[src/rtl/dmem_arb_pkg.sv]
// Shared types for the data-memory arbiter: FSM states, requester IDs, default widths.
package dmem_arb_pkg;

    localparam int ADDR_W_DEF = 32;
    localparam int DATA_W_DEF = 32;
    localparam int PERF_W     = 32;

    typedef enum logic [1:0] {
        IDLE = 2'd0,
        WAIT = 2'd1,
        RESP = 2'd2
    } arb_state_t;

    typedef enum logic {
        REQ_CORE = 1'b0,
        REQ_DMA  = 1'b1
    } req_id_t;

    function automatic logic [PERF_W-1:0] sat_inc(input logic [PERF_W-1:0] v);
        return (v == {PERF_W{1'b1}}) ? v : v + 1'b1;
    endfunction

endpackage

[src/rtl/dmem_arbiter_rr_arb2.sv]
// Two-input round-robin grant: on conflict, the port not granted last wins.
// Latency: purely combinational.
// Backpressure: none; caller decides when the grant is consumed.
module rr_arb2
    import dmem_arb_pkg::*;
(
    input  logic [1:0] valid,
    input  req_id_t    last_grant,
    output logic [1:0] gnt,
    output req_id_t    gnt_id
);

    always_comb begin
        gnt    = 2'b00;
        gnt_id = REQ_CORE;
        if (valid == 2'b11) begin
            if (last_grant == REQ_CORE) begin
                gnt    = 2'b10;
                gnt_id = REQ_DMA;
            end else begin
                gnt    = 2'b01;
                gnt_id = REQ_CORE;
            end
        end else if (valid[1]) begin
            gnt    = 2'b10;
            gnt_id = REQ_DMA;
        end else if (valid[0]) begin
            gnt    = 2'b01;
            gnt_id = REQ_CORE;
        end
    end

endmodule

[src/rtl/dmem_arbiter.sv]
// Core/DMA arbiter for single-ported data_mem; DMEM_ARB_PERF_EN adds perf counters.
// Latency: accept in N, memory access in N, response valid from N+2; one outstanding.
// Backpressure: response held until the granted port's rsp_ready; no accepts meanwhile.
module dmem_arbiter
    import dmem_arb_pkg::*;
#(
    parameter int  ADDR_W = ADDR_W_DEF,
    parameter int  DATA_W = DATA_W_DEF,
    localparam int BE_W   = DATA_W / 8
)
(
    input  logic              clk,
    input  logic              rst,

    input  logic              c_req_valid,
    output logic              c_req_ready,
    input  logic [ADDR_W-1:0] c_req_addr,
    input  logic              c_req_we,
    input  logic [BE_W-1:0]   c_req_be,
    input  logic [DATA_W-1:0] c_req_wdata,
    output logic              c_rsp_valid,
    input  logic              c_rsp_ready,
    output logic [DATA_W-1:0] c_rsp_rdata,

    input  logic              d_req_valid,
    output logic              d_req_ready,
    input  logic [ADDR_W-1:0] d_req_addr,
    input  logic              d_req_we,
    input  logic [BE_W-1:0]   d_req_be,
    input  logic [DATA_W-1:0] d_req_wdata,
    output logic              d_rsp_valid,
    input  logic              d_rsp_ready,
    output logic [DATA_W-1:0] d_rsp_rdata,

`ifdef DMEM_ARB_PERF_EN
    input  logic              perf_clr,
    output logic [PERF_W-1:0] perf_core_grants,
    output logic [PERF_W-1:0] perf_dma_grants,
    output logic [PERF_W-1:0] perf_conflicts,
`endif

    output logic [ADDR_W-1:0] mem_addr,
    output logic              mem_we,
    output logic [BE_W-1:0]   mem_be,
    output logic [DATA_W-1:0] mem_wdata,
    input  logic [DATA_W-1:0] mem_rdata
);

    arb_state_t        state_q, state_d;
    req_id_t           last_grant_q;
    req_id_t           gnt_id;
    req_id_t           gnt_id_q;
    logic [1:0]        req_valid;
    logic [1:0]        gnt;
    logic              arm_q;
    logic              accept;
    logic              we_q;
    logic              rsp_ready_sel;
    logic [DATA_W-1:0] rdata_q;

    assign req_valid = {d_req_valid, c_req_valid};

    rr_arb2 u_rr_arb2 (
        .valid      (req_valid),
        .last_grant (last_grant_q),
        .gnt        (gnt),
        .gnt_id     (gnt_id)
    );

    // arm_q keeps the accept path closed while reset is held, so ready and
    // mem_* read 0 during reset even with requests pending.
    assign accept = arm_q && (state_q == IDLE) && (|req_valid);

    assign c_req_ready = accept && gnt[0];
    assign d_req_ready = accept && gnt[1];

    always_comb begin
        mem_addr  = '0;
        mem_we    = 1'b0;
        mem_be    = '0;
        mem_wdata = '0;
        if (accept) begin
            if (gnt_id == REQ_DMA) begin
                mem_addr  = d_req_addr;
                mem_we    = d_req_we;
                mem_be    = d_req_be;
                mem_wdata = d_req_wdata;
            end else begin
                mem_addr  = c_req_addr;
                mem_we    = c_req_we;
                mem_be    = c_req_be;
                mem_wdata = c_req_wdata;
            end
        end
    end

    assign rsp_ready_sel = (gnt_id_q == REQ_DMA) ? d_rsp_ready : c_rsp_ready;

    always_comb begin
        state_d = state_q;
        case (state_q)
            IDLE:    if (accept) state_d = WAIT;
            WAIT:    state_d = RESP;
            RESP:    if (rsp_ready_sel) state_d = IDLE;
            default: state_d = IDLE;
        endcase
    end

    always_comb begin
        c_rsp_valid = (state_q == RESP) && (gnt_id_q == REQ_CORE);
        d_rsp_valid = (state_q == RESP) && (gnt_id_q == REQ_DMA);
        c_rsp_rdata = c_rsp_valid ? rdata_q : '0;
        d_rsp_rdata = d_rsp_valid ? rdata_q : '0;
    end

    always_ff @(posedge clk or negedge rst) begin
        if (!rst) begin
            state_q      <= IDLE;
            arm_q        <= 1'b0;
            last_grant_q <= REQ_DMA;
            gnt_id_q     <= REQ_CORE;
            we_q         <= 1'b0;
            rdata_q      <= '0;
        end else begin
            state_q <= state_d;
            arm_q   <= 1'b1;
            if (accept) begin
                last_grant_q <= gnt_id;
                gnt_id_q     <= gnt_id;
                we_q         <= mem_we;
            end
            // Writes ack with zero data rather than whatever the memory returns.
            if (state_q == WAIT) begin
                rdata_q <= we_q ? '0 : mem_rdata;
            end
        end
    end

`ifdef DMEM_ARB_PERF_EN
    logic conflict;

    assign conflict = arm_q && (state_q == IDLE) && (&req_valid);

    always_ff @(posedge clk or negedge rst) begin
        if (!rst) begin
            perf_core_grants <= '0;
            perf_dma_grants  <= '0;
            perf_conflicts   <= '0;
        end else if (perf_clr) begin
            perf_core_grants <= '0;
            perf_dma_grants  <= '0;
            perf_conflicts   <= '0;
        end else begin
            if (accept && (gnt_id == REQ_CORE)) perf_core_grants <= sat_inc(perf_core_grants);
            if (accept && (gnt_id == REQ_DMA))  perf_dma_grants  <= sat_inc(perf_dma_grants);
            if (conflict)                       perf_conflicts   <= sat_inc(perf_conflicts);
        end
    end
`endif

endmodule
[config.mk]
export PLATFORM = sky130hd
export DESIGN_NAME = dmem_arbiter
export DESIGN_NICKNAME = d
export VERILOG_FILES = /design/src/rtl/dmem_arb_pkg.sv /design/src/rtl/dmem_arbiter_rr_arb2.sv /design/src/rtl/dmem_arbiter.sv
export SDC_FILE = /design/constraint.sdc
export NUM_CORES = 1
export LEC_CHECK = 0
export ABC_CLOCK_PERIOD_IN_PS = 1980
export BUFFER_PORTS_ARGS = -buffer_cell sky130_fd_sc_hd__buf_4
export CORE_AREA = 2 2 121 123
export CTS_BUF_LIST = sky130_fd_sc_hd__clkbuf_16
export CTS_CLUSTER_SIZE = 10
export DETAILED_ROUTE_END_ITERATION = 8
export DIE_AREA = 0 0 123 125
export PLACE_DENSITY = 0.5
export SETUP_SLACK_MARGIN = 0.1
export SYNTH_ARGS = -nofsm -noshare
export SYNTH_HDL_FRONTEND = slang
export SYNTH_SLANG_ARGS = --single-unit
export TNS_END_PERCENT = 100
[constraint.sdc]
create_clock -name clk -period 1.98 [get_ports clk]
set_clock_uncertainty 0.2 [all_clocks]
set_input_delay 0.396 -clock clk [delete_from_list [all_inputs] [get_ports clk]]
set_output_delay 0.396 -clock clk [all_outputs]
set_load 0.01 [all_outputs]
==> results.sh <==
export IMPL_rsz0062_at_grt="true"
export IMPL_hp_class="in2reg"
export IMPL_multi_input_area_um2=1760
export IMPL_htreeDepth=2
export IMPL_clockPowerShare_pct=14.3
export IMPL_critPathRequiredTime_ns=1.38
export IMPL_dieArea_um2=15400
export IMPL_row_count=44
export IMPL_ys_warn_count=0
export IMPL_dp_cells=809
export IMPL_path_clk_slew_ns=0.06
export IMPL_grt_max_degree=39
export IMPL_r2r_start="last_grant_q"
export IMPL_status="complete, but fails checks"
export IMPL_syn2layout_area_growth_pct=127
export IMPL_firstDrtPassIters=4
export IMPL_critPathLaunchType="flop"
export IMPL_root_buffer="clkbuf_16"
export IMPL_combPwrFrac_pct=60.4
export IMPL_cp_max_fo=8
export IMPL_fin_hold_ws_ns=0.168
export IMPL_wire_per_inst_um=22.3
export IMPL_cap_violations=0
export IMPL_cts_sinks=38
export IMPL_io_buffer_count=312
export IMPL_overflow=0
export IMPL_startpoint="state_q[1]"
export IMPL_antenna_cells=0
export IMPL_ys_top_cells_by_area="dfrtp_1 (34%), a22o_1 (21%), and2_1 (15%)"
export IMPL_core_area_um2=14200
export IMPL_swShare_pct=38.4
export IMPL_vias_per_cell=4.46
export IMPL_grt_usage_pct=23.1
export IMPL_drive_gt1_share_pct=60.8
export IMPL_yosysTopAreaCell="dfrtp_1"
export IMPL_grt_pass1_vias=3840
export IMPL_crit_type="reg2out"
export IMPL_io_pins=313
export IMPL_fmax_mhz=414
export IMPL_drt_total_wl_um=18800
export IMPL_power_leakage_nw=3.26
export IMPL_yosys_register_bits=38
export IMPL_drc=0
export IMPL_setup_viol=137
export IMPL_netSwitchingPower_mw=2.09
export IMPL_die_w_um=123
export IMPL_nFillCells=1449
export IMPL_register_area_um2=952
export IMPL_place_congestion=0.867
export IMPL_finalWorstSetupSlack_ns=-0.434
export IMPL_yosysSeqAreaShare_pct=34.7
export IMPL_synth_distinct_cells=26
export IMPL_cts_tree="done"
export IMPL_syn_area_um2=2740
export IMPL_hp_start="mem_rdata[30]"
export IMPL_dp_final_hpwl_um=14100
export IMPL_synthesis_instances=324
export IMPL_syn_nets=500
export IMPL_powerDensity_nw_per_um2=876
export IMPL_total_power_mw=5.44
export IMPL_nets=834
export IMPL_clock_path_buffers=2
export IMPL_power_share_sequential_pct=25.3
export IMPL_grt_pass1_wl_um=25600
export IMPL_worstSkewPairLatency_ns=0.28
export IMPL_drv_slew=0
export IMPL_cts_inserted_buffers=5
export IMPL_fin_crit_ns=2.41
export IMPL_floorplan_die_height_um=125
export IMPL_synth_top_area_share_pct=33.8
export IMPL_worst_setup_path_end_kind="primary output"
export IMPL_finalCritPeriodShare_pct=122
export IMPL_worstPathArrival_ns=1.82
export IMPL_drt_iter0_drc=152
export IMPL_initial_core_util_pct=19.3
export IMPL_hold_violations=0
export IMPL_violations="setup timing"
export IMPL_ir_worst_vdd_uv=396
export IMPL_finalNonFillerCells=843
export IMPL_avgSynthCellArea_um2=8.46
export IMPL_antenna_found_initial=1
export IMPL_antenna_left=0
export IMPL_internal_power_mw=3.35
export IMPL_route_vias_total=3761
## worst paths after layout
path	end	slack, ns	cells after the start
max	mem_wdata[4]	-0.43	6
min	rdata_q[30]	0.17	3
max reg2reg	gnt_id_q	0.25	6
min reg2reg	rdata_q[17]	0.29	2
max in group asynchronous	last_grant_q	0.78	2
min in group asynchronous	rdata_q[25]	0.44	2
## flip-flops by register name, indices dropped and copies added (netlist names)
register	flops
last_grant_q	1
state_q	2
gnt_id_q	1
rdata_q	32
arm_q	1
we_q	1
## worst max-delay path, cell delays in order, from the launching register on
cell	delay [ns]
dfrtp_1	0.41
nor3b_4	0.24
and3b_2	0.28
buf_4	0.17
clkbuf_16	0.16
a22o_4	0.17
buf_6	0.11
## cells in the mapped netlist, drive strengths merged
cell type and number:
a21boi 1, a21o 2, a22o 65, a22oi 1
and2 65, and3b 1, buf 18, clkbuf 13
conb 1, dfrtp 37, dfstp 1, inv 4
mux2 1, mux2i 4, nand2 64, nand2b 3
nor2 6, nor2b 1, nor3b 1, o21ai 34
o2bb2ai 1
## what timing repair did
item | 4_1_cts | 5_1_grt
setup buffers | 13 | 5
gates cloned | 7 | 3
hold buffers | 1 | 0
resized for setup | 66 | 28
endpoints found under the hold margin | 37 | 0
pin swaps | 12 | 25
endpoints found under the setup margin | 137 | 137
## cell type report
type,count,share of cell area (%)
Clock buffer,5,2.01
Inverter,4,0.242
Timing Repair Buffer,358,50.1
Sequential cell,38,15.3
Multi-Input combinational cell,251,28.3
Clock inverter,3,0.262
Tap cell,184,3.71
## power by group through the flow
stage,sequential [mW],clock [mW],combinational [mW]
after floorplan,1.27,0,1.29
after detailed placement,1.36,0,2.57
after CTS,1.37,0.801,3.15
after global placement,1.35,0,2.56
final,1.38,0.777,3.29
after global routing,1.43,0.834,3.54
## kinds of logic after synthesis
group                  synth area share (%)
AO/OA/AOI/OAI                          28.8
buffers and inverters                  8.31
flip-flops                             34.7
multiplexers                           1.87
other                                 0.137
AND/OR/NAND/NOR                        26.1
## cell usage in the layout, fill, tap and decap left out, types with 3 or more instances in the layout
cell       count
dfrtp_1       37
buf_16         5
a22o_4        13
a22o_1        52
buf_8          5
o21ai_0       33
inv_1          4
mux2i_1        3
and2_1        53
buf_6         42
clkbuf_16      8
nand2_1       64
and2_4        12
nor2_1         4
buf_12         6
buf_4        296
## routing by layer
layer / share of wire [%] / GRT usage [%]
met1: 39 / 28.1
met2: 47 / 37.4
met3: 8.9 / 6.71
met4: 4.5 / 10.3
met5: 0.069 / 0
## per-stage QoR
| stage | utilization, % | TNS [ns] | instance area [um^2] | worst slack (ns) |
|---|---|---|---|---|
| after CTS | 42.3 | -40.09 | 6010 | -0.406 |
| after global routing | 43.7 | -51.41 | 6210 | -0.481 |
| final | 43.7 | -42.93 | 6210 | -0.434 |
| after detailed placement | 37.4 | -7.55 | 5310 | -0.219 |
| after floorplan | - | 0 | 2740 | 0.0384 |
| after global placement | 37.4 | -6.44 | 5310 | -0.226 |
(Power assumes the default switching activity.)
